File: src/rtl/rv32.sv
//------------------------------------------------------------------------------
// rv32 : shared XLEN, mtimer word map / ctrl field positions, byte-merge helper
// Rev 1.0
//------------------------------------------------------------------------------
`default_nettype none

package rv32;

  localparam int XLEN = 32;

  localparam int MTIMER_MTIME_LO  = 0;
  localparam int MTIMER_MTIME_HI  = 1;
  localparam int MTIMER_CTRL      = 2;
  localparam int MTIMER_PENDING   = 3;
  localparam int MTIMER_CMP_BASE  = 4;

  localparam int MTIMER_CTRL_EN_BIT  = 0;
  localparam int MTIMER_CTRL_DIV_LSB = 8;

  function automatic logic [XLEN-1:0] merge_bytes(
    input logic [XLEN-1:0]   i_old,
    input logic [XLEN-1:0]   i_new,
    input logic [XLEN/8-1:0] i_strb
  );
    logic [XLEN-1:0] w_res;
    w_res = i_old;
    for (int b = 0; b < XLEN/8; b++) begin
      if (i_strb[b]) w_res[8*b +: 8] = i_new[8*b +: 8];
    end
    return w_res;
  endfunction

endpackage

`default_nettype wire

File: src/rtl/mtimer_prescaler.sv
//------------------------------------------------------------------------------
// mtimer_prescaler : one-cycle tick every DIV+1 enabled cycles (MTIMER_PRESCALE_EN)
// Rev 1.0
//------------------------------------------------------------------------------
`default_nettype none

`ifdef MTIMER_PRESCALE_EN
module mtimer_prescaler #(
  parameter int PRESCALE_W = 8
) (
  input  logic                  clk,
  input  logic                  rst_n,
  input  logic                  i_en,
  input  logic [PRESCALE_W-1:0] i_div,
  input  logic                  i_clr,
  output logic                  o_tick
);

  logic [PRESCALE_W-1:0] r_cnt;
  logic                  w_hit;

  // >= keeps the divider self-recovering even if DIV ever drops below the count
  assign w_hit  = (r_cnt >= i_div);
  assign o_tick = i_en && w_hit;

  always_ff @(posedge clk or negedge rst_n) begin
    if (!rst_n) begin
      r_cnt <= '0;
    end else if (i_clr) begin
      r_cnt <= '0;
    end else if (i_en) begin
      r_cnt <= w_hit ? '0 : r_cnt + PRESCALE_W'(1);
    end
  end

endmodule
`endif

`default_nettype wire

File: src/rtl/mtimer_n.sv
//------------------------------------------------------------------------------
// mtimer_n : 64-bit mtime with NUM_CMP mtimecmp channels; DIV field under MTIMER_PRESCALE_EN
// Rev 1.0
//------------------------------------------------------------------------------
`default_nettype none

module mtimer_n
  import rv32::*;
#(
  parameter  int NUM_CMP    = 1,
  parameter  int PRESCALE_W = 8,
  localparam int ADDR_W     = $clog2(4 + 2*NUM_CMP)
) (
  input  logic                clk,
  input  logic                rst_n,
  input  logic                i_rd_en,
  input  logic                i_wr_en,
  input  logic [ADDR_W-1:0]   i_addr,
  input  logic [XLEN-1:0]     i_wr_data,
  input  logic [XLEN/8-1:0]   i_wr_strobe,
  output logic [XLEN-1:0]     o_rd_data,
  output logic [63:0]         o_time_rd_data,
  output logic [NUM_CMP-1:0]  o_interrupt
);

  logic [63:0]                r_mtime;
  logic [NUM_CMP-1:0][63:0]   r_cmp;
  logic                       r_en;
  logic [XLEN-1:0]            r_rd_data;
  logic [31:0]                r_hi_shadow;
  logic                       r_shadow_vld;

  logic                       w_wr_lo;
  logic                       w_wr_hi;
  logic                       w_wr_ctrl;
  logic                       w_rd_lo;
  logic                       w_tick;
  logic                       w_en_nxt;
  logic [XLEN-1:0]            w_ctrl;
  logic [XLEN-1:0]            w_rd_mux;
  logic [NUM_CMP-1:0]         w_irq;

  assign w_wr_lo   = i_wr_en && (i_addr == ADDR_W'(MTIMER_MTIME_LO));
  assign w_wr_hi   = i_wr_en && (i_addr == ADDR_W'(MTIMER_MTIME_HI));
  assign w_wr_ctrl = i_wr_en && (i_addr == ADDR_W'(MTIMER_CTRL));
  assign w_rd_lo   = i_rd_en && (i_addr == ADDR_W'(MTIMER_MTIME_LO));
  assign w_en_nxt  = i_wr_strobe[MTIMER_CTRL_EN_BIT/8] ? i_wr_data[MTIMER_CTRL_EN_BIT] : r_en;

  always_ff @(posedge clk or negedge rst_n) begin
    if (!rst_n) begin
      r_en <= 1'b1;
    end else if (w_wr_ctrl) begin
      r_en <= w_en_nxt;
    end
  end

`ifdef MTIMER_PRESCALE_EN
  logic [PRESCALE_W-1:0] r_div;
  logic [PRESCALE_W-1:0] w_div_nxt;
  logic                  w_psc_clr;

  assign w_psc_clr = w_wr_lo || w_wr_hi || w_wr_ctrl;

  always_comb begin
    w_div_nxt = r_div;
    for (int i = 0; i < PRESCALE_W; i++) begin
      if (i_wr_strobe[(MTIMER_CTRL_DIV_LSB + i)/8]) w_div_nxt[i] = i_wr_data[MTIMER_CTRL_DIV_LSB + i];
    end
  end

  always_ff @(posedge clk or negedge rst_n) begin
    if (!rst_n) begin
      r_div <= '0;
    end else if (w_wr_ctrl) begin
      r_div <= w_div_nxt;
    end
  end

  mtimer_prescaler #(
    .PRESCALE_W (PRESCALE_W)
  ) u_prescaler (
    .clk    (clk),
    .rst_n  (rst_n),
    .i_en   (r_en),
    .i_div  (r_div),
    .i_clr  (w_psc_clr),
    .o_tick (w_tick)
  );
`else
  assign w_tick = r_en;
`endif

  always_comb begin
    w_ctrl = '0;
    w_ctrl[MTIMER_CTRL_EN_BIT] = r_en;
`ifdef MTIMER_PRESCALE_EN
    w_ctrl[MTIMER_CTRL_DIV_LSB +: PRESCALE_W] = r_div;
`else
    w_ctrl[MTIMER_CTRL_DIV_LSB +: PRESCALE_W] = '0;
`endif
  end

  // A write to either half holds the whole counter for that cycle
  always_ff @(posedge clk or negedge rst_n) begin
    if (!rst_n) begin
      r_mtime <= '0;
    end else if (w_wr_lo) begin
      r_mtime[31:0] <= merge_bytes(r_mtime[31:0], i_wr_data, i_wr_strobe);
    end else if (w_wr_hi) begin
      r_mtime[63:32] <= merge_bytes(r_mtime[63:32], i_wr_data, i_wr_strobe);
    end else if (w_tick) begin
      r_mtime <= r_mtime + 64'd1;
    end
  end

  always_ff @(posedge clk or negedge rst_n) begin
    if (!rst_n) begin
      r_cmp <= '1;
    end else if (i_wr_en) begin
      for (int k = 0; k < NUM_CMP; k++) begin
        if (i_addr == ADDR_W'(MTIMER_CMP_BASE + 2*k))
          r_cmp[k][31:0] <= merge_bytes(r_cmp[k][31:0], i_wr_data, i_wr_strobe);
        if (i_addr == ADDR_W'(MTIMER_CMP_BASE + 2*k + 1))
          r_cmp[k][63:32] <= merge_bytes(r_cmp[k][63:32], i_wr_data, i_wr_strobe);
      end
    end
  end

  for (genvar k = 0; k < NUM_CMP; k++) begin : g_cmp
    assign w_irq[k] = (r_mtime >= r_cmp[k]);
  end

  always_comb begin
    w_rd_mux = '0;
    if (i_addr == ADDR_W'(MTIMER_MTIME_LO)) begin
      w_rd_mux = r_mtime[31:0];
    end else if (i_addr == ADDR_W'(MTIMER_MTIME_HI)) begin
      w_rd_mux = r_shadow_vld ? r_hi_shadow : r_mtime[63:32];
    end else if (i_addr == ADDR_W'(MTIMER_CTRL)) begin
      w_rd_mux = w_ctrl;
    end else if (i_addr == ADDR_W'(MTIMER_PENDING)) begin
      w_rd_mux = XLEN'(w_irq);
    end else begin
      for (int k = 0; k < NUM_CMP; k++) begin
        if (i_addr == ADDR_W'(MTIMER_CMP_BASE + 2*k))     w_rd_mux = r_cmp[k][31:0];
        if (i_addr == ADDR_W'(MTIMER_CMP_BASE + 2*k + 1)) w_rd_mux = r_cmp[k][63:32];
      end
    end
  end

  // Shadow survives only until the next bus access of any kind
  always_ff @(posedge clk or negedge rst_n) begin
    if (!rst_n) begin
      r_rd_data    <= '0;
      r_hi_shadow  <= '0;
      r_shadow_vld <= 1'b0;
    end else begin
      if (i_rd_en) r_rd_data <= w_rd_mux;
      if (i_rd_en || i_wr_en) begin
        r_shadow_vld <= w_rd_lo;
        if (w_rd_lo) r_hi_shadow <= r_mtime[63:32];
      end
    end
  end

  assign o_rd_data      = r_rd_data;
  assign o_time_rd_data = r_mtime;
  assign o_interrupt    = w_irq;

endmodule

`default_nettype wire

File: config.mk
export PLATFORM = sky130hd
export DESIGN_NAME = mtimer_n
export DESIGN_NICKNAME = d
export VERILOG_FILES = /design/src/rtl/rv32.sv /design/src/rtl/mtimer_prescaler.sv /design/src/rtl/mtimer_n.sv
export SDC_FILE = /design/constraint.sdc
export NUM_CORES = 1
export LEC_CHECK = 0
export CORE_MARGIN = 3
export CORE_UTILIZATION = 52
export CTS_BUF_LIST = sky130_fd_sc_hd__clkbuf_16
export DETAILED_ROUTE_END_ITERATION = 8
export GPL_ROUTABILITY_DRIVEN = 0
export PLACE_DENSITY = 0.77
export SETUP_SLACK_MARGIN = 0.4
export SYNTH_ARGS = -nofsm -noshare
export SYNTH_HDL_FRONTEND = slang
export SYNTH_SLANG_ARGS = --single-unit
File: constraint.sdc
create_clock -name clk -period 2.45 [get_ports clk]
set_input_delay 0.735 -clock clk [delete_from_list [all_inputs] [get_ports clk]]
set_output_delay 0.735 -clock clk [all_outputs]
set_load 0.005 [all_outputs]
==> Word-level counts from Yosys, hierarchy flattened <==
Index checks and enable logic that the tools add are counted.
{ "word_totals": {"out_inout_bits": 97, "wordCells": 78, "register_bits": 194} }
{ "op_classes": {"magnitude_cmp": 1, "eq_ne": 14, "bitwise": 1, "n_reduce_logical": 26, "add_sub_neg": 1, "n_mux": 15} }
{ "op_table": {"columns": ["operator", "n"], "rows": [
  ["$mux W32", 10],
  ["$add A64 B1 Y64 const B", 1],
  ["$ge A64 B64 Y1", 1],
  ["$mux W64", 1],
  ["$reduce_and A3 Y1", 16],
  ["$mux W8", 4],
  ["$ne A2 B2 Y1 const B", 9],
  ["$eq A3 B2 Y1 const B", 2],
  ["$eq A3 B3 Y1 const B", 2],
  ["$logic_and A1 B1 Y1", 4],
  ["$reduce_and A2 Y1", 2],
  ["$reduce_bool A2 Y1", 2],
  ["$eq A3 B1 Y1 const B", 1],
  ["$logic_not A3 Y1", 1],
  ["$logic_or A1 B1 Y1", 1],
  ["$not A1 Y1", 1]
]} }

==> Longest topological paths before layout <==
{ "depth": {"word_depth": 7, "mapped_depth": 10, "depth_no_buf": 9} }

==> Worst setup path before layout <==
No wires, ideal clock.
{ "synth_timing": {"kind": "input to register", "from": "input i_addr[2]", "to": "register r_mtime[59], in the netlist o_time_rd_data[59]", "path_slack_ns": -0.381, "arrival_time_ns": 2.762, "setup_time_ns": 0.069, "stages": 10, "cell_sequence": "buf_2 nor4bb_1 buf_2 nand2_1 a21o_1 clkbuf_1 o21ai_1 nand2_1 or4_1 nand3_1"} }
{ "synth_between": {"elab_chain_cells": 4, "word_cells_on_any_way": 9} }
{ "synth_lines": {"columns": ["element", "line_no", "text"], "rows": [
  ["start, declared", "mtimer_n.sv:18", "input logic [ADDR_W-1:0] i_addr,"],
  ["$eq A3 B1 Y1 / $logic_not A3 Y1 (equally long branches)", "mtimer_n.sv:44, mtimer_n.sv:43", null],
  ["$logic_and A1 B1 Y1, on equally long branches", "mtimer_n.sv:44, mtimer_n.sv:43", null],
  ["$ne A2 B2 Y1 (no source line), or another cell as far along", null, null],
  ["$reduce_and A3 Y1 (no source line)", null, null],
  ["end signal, assigned", "mtimer_n.sv:110", "r_mtime[63:32] <= merge_bytes(r_mtime[63:32], i_wr_data, i_wr_strobe);"],
  ["end signal, assigned", "mtimer_n.sv:112", "r_mtime <= r_mtime + 64'd1;"],
  ["end, declared", "mtimer_n.sv:26", "logic [63:0] r_mtime;"]
]} }
Parallel ways exist; a longest one is shown, timed or not.
A chain may end at the register's enable or synchronous reset.

==> Final worst setup path <==
{ "layout_timing": {"from": "register r_cmp[14] (netlist bit)", "to": "output o_interrupt"} }
{ "layout_between": {"elab_chain_cells": 1} }
{ "layout_lines": {"columns": ["element", "line_no", "text"], "rows": [
  ["start, declared", "mtimer_n.sv:27", "logic [NUM_CMP-1:0][63:0] r_cmp;"],
  ["start signal, assigned by index", "mtimer_n.sv:122", "r_cmp[k][31:0] <= merge_bytes(r_cmp[k][31:0], i_wr_data, i_wr_strobe);"],
  ["start signal, assigned by index", "mtimer_n.sv:124", "r_cmp[k][63:32] <= merge_bytes(r_cmp[k][63:32], i_wr_data, i_wr_strobe);"],
  ["$ge A64 B64 Y1", "mtimer_n.sv:130", "assign w_irq[k] = (r_mtime >= r_cmp[k]);"],
  ["end, declared", "mtimer_n.sv:23", "output logic [NUM_CMP-1:0] o_interrupt"]
]} }
Every way passes these cells.

==> impl_metrics.toml <==
[drt]
wl_per_cell_um = 31.6
wirelength_um = 61000
firstDrtPassIters = 7
dr.first_iter.drc_count = 2882
detail-route-antenna-nets = 0
vias = 14400
routed_via_density = 7.44
drc = 0

[sta]
period_minus_slack_ns = 4.06
max_freq_mhz = 246
fin_crit_sh_pct = 166
setup_viol = 43
drv_slew = 0
holdWs_ns = 0.208
hold_viol = 0
worst_slew_pin_slew_ns = 0.754
rsz0062_at_grt = "true"
tns_ns = -17.42
worst_slack_ns = -1.61
finClkSkew_ns = 0.0161
slew_headroom_pct = 49.7

[status]
violations = "setup timing"
status = "finished with violations"

[pwr]
power_density_nw_per_um2 = 1040
p_clk_share_pct = 14.6
p_int_w = 0.0114
vdd_ir_drop_max_v = 0.000580
swShare_pct = 41.3
seq_power_share_pct = 27.6
power_switching_w = 0.00802
cellLeakagePower_nw = 8.47
pwr-share-comb_pct = 57.8

[global_routing]
gr-usage-all-layers_pct = 38.9
gr-total-overflow = 0
grt_pass1_wl_um = 73700
grt_pass1_vias = 13100
grt_start_max_net_pins = 53
grt_antenna_before_repair = 2

[clocking]
cts_inserted_buffers = 17
clockBufferDepth = 2
cts.sinks = 194
h-tree-depth = 4
postCtsHoldBufs = 0
cts_tree = "built"
root_buffer = "clkbuf_16"
clock_latency_ns = 0.47
path_clk_slew_ns = 0.08

[synthesis]
ys.flop_type = "dfrtp_1"
yosysSeqAreaShare_pct = 41.8
synth.yosys.warnings = 0
synth_area_sq_um = 11800
netlist_instances = 1183
ys_ff_latch = 194
syn-num-nets = 1291
synth_enable_flop_cells = 0
async_reset_ff_share_pct = 100
yosys.cell_types.count = 59
avgSynthCellArea_sq_um = 9.97

[cells_and_area]
design_area_sq_um = 18600
drive_gt1_share_pct = 53.9
num-nets-final = 1746
finalCoreUtilization_pct = 84.5
syn2layout_area_growth_pct = 57.8
final_common_cell = "buf_4"
layout_common_cells = "213 x buf_4, 126 x dfrtp_1, 125 x mux2_2, 125 x buf_6, 95 x inv_1"

[min_path]
hp-class = "in2async"

[floorplanning]
start_util_pct = 53.6
dieArea_sq_um = 24500
fp-row-count = 54
dieHeight_um = 157
coreArea_sq_um = 22000
io_pins = 140
die_w_um = 157

[critical_path]
cp.arrival_ns = 3.33
crit_fanout = 3
endpoint_kind = "primary output"
crit_required_ns = 1.71
cp-start-kind = "flip-flop"
path_class = "reg2out"

[placed_design]
place_area_sq_um = 15100
hpwl_um = 27200
pre_cts_slack_ns = -1.03
portBuffers = 139

[job]
maxCapViolations = 0
-- layout make-up --
class	instances	area [sq um]
Clock buffer	17	425
Tap cell	280	350
Multi-Input combinational cell	827	7800
Timing Repair Buffer	494	4580
Antenna cell	1	2.50
Inverter	104	390
Fill cell	873	3410
Clock inverter	15	119
Sequential cell	194	4940
-- routing by layer --
| layer | GRT usage, % | vias to the layer above | routed length [um] |
|---|---|---|---|
| met3 | 11.9 | 714 | 9110 |
| met5 | 0 | - | 27 |
| met4 | 25.4 | 4 | 6620 |
| li1 | - | 5243 | - |
| met1 | 47.2 | 6694 | 19600 |
| met2 | 60.3 | 1725 | 25600 |
-- sequential cells by signal (all words and copies together), names as in the netlist --
name	count
r_en	1
r_shadow_vld	1
r_hi_shadow	32
r_cmp	64
o_time_rd_data	64
o_rd_data	32
-- synthesized netlist by cell type (3+ instances only) --
master     number  share of area, %
and2_1          4              0.21
nand4_1        27               1.4
nor3_1          8              0.34
o2bb2ai_1       4              0.30
a2bb2oi_1      19               1.4
nor4_1          4              0.21
o22a_1         11              0.82
a21oi_1       104               4.4
a41oi_1         7              0.52
mux4_2         31               5.9
and3_1         12              0.64
inv_1         104               3.3
nand2_1       120               3.8
clkbuf_1       39               1.2
o22ai_1        23               1.2
dfrtp_1       129                27
or3_1           5              0.27
or2_2           5              0.27
nor2_1         53               1.7
a31oi_1         8              0.42
a211oi_1        4              0.25
o21a_1          3              0.19
dfstp_2        65                14
buf_1          13              0.41
mux2_2        126                12
nand3_1        44               1.9
o21ai_0        78               3.3
a21o_1         15              0.95
and4_1          8              0.59
buf_2           3              0.13
nand2b_1        5              0.27
o21bai_1        3              0.19
ha_1           65               6.9
-- kinds of logic after synthesis --
| group | Yosys count | share of synthesized area [%] |
|---|---|---|
| AND/OR/NAND/NOR | 308 | 12.6 |
| AO/OA/AOI/OAI | 296 | 15.3 |
| flip-flops | 194 | 41.8 |
| buffers and inverters | 162 | 5.26 |
| multiplexers | 158 | 18.0 |
| adder cells (fa/ha/maj) | 65 | 6.90 |
-- power by group through the flow --
stage                     Clock [W]  Sequential (W)  Combinational [W]
after CTS                   0.00272         0.00514            0.00887
after floorplan                   0         0.00536            0.00324
final                       0.00284         0.00537             0.0112
after global routing        0.00290         0.00540             0.0115
after detailed placement          0         0.00508            0.00726
after global placement            0         0.00500            0.00705
-- timing repair --
item / CTS / global route
pin swaps: 79 / 92
endpoints found under the setup margin: 201 / 181
buffers inserted: 92 / 58
cloned: 1 / 1
resized for setup: 401 / 252
-- through the flow --
stage / instances / total power [W]
CTS: 1872 / 0.0167
global route: 1931 / 0.0198
detailed placement: 1747 / 0.0123
floorplan: 1183 / 0.00860
finish: 1932 / 0.0194
global placement: 1747 / 0.0121
-- final timing paths --
path,startpoint,to,cells past startpoint,slack (ns)
max in group asynchronous,rst_n,r_cmp[33],2,1.52
min in group clk,r_hi_shadow[14],r_hi_shadow[14],1,0.52
max reg2reg,o_time_rd_data[29],o_time_rd_data[59],17,-0.76
min,rst_n,o_time_rd_data[12],1,0.21
min reg2reg,r_hi_shadow[14],r_hi_shadow[14],1,0.52
max,r_cmp[14],o_interrupt,10,-1.61
-- worst max-delay path: stages (launching register included) --
cell and delay [ns]:
dfstp_2 0.54, inv_1 0.06, ha_4 0.22, a21oi_1 0.51, nand2_1 0.35, a221o_1 0.40, a41oi_2 0.26, o2bb2ai_4 0.09
o2bb2ai_4 0.18, inv_2 0.10, buf_6 0.12
Note: power is estimated with default switching activity, not from simulation.
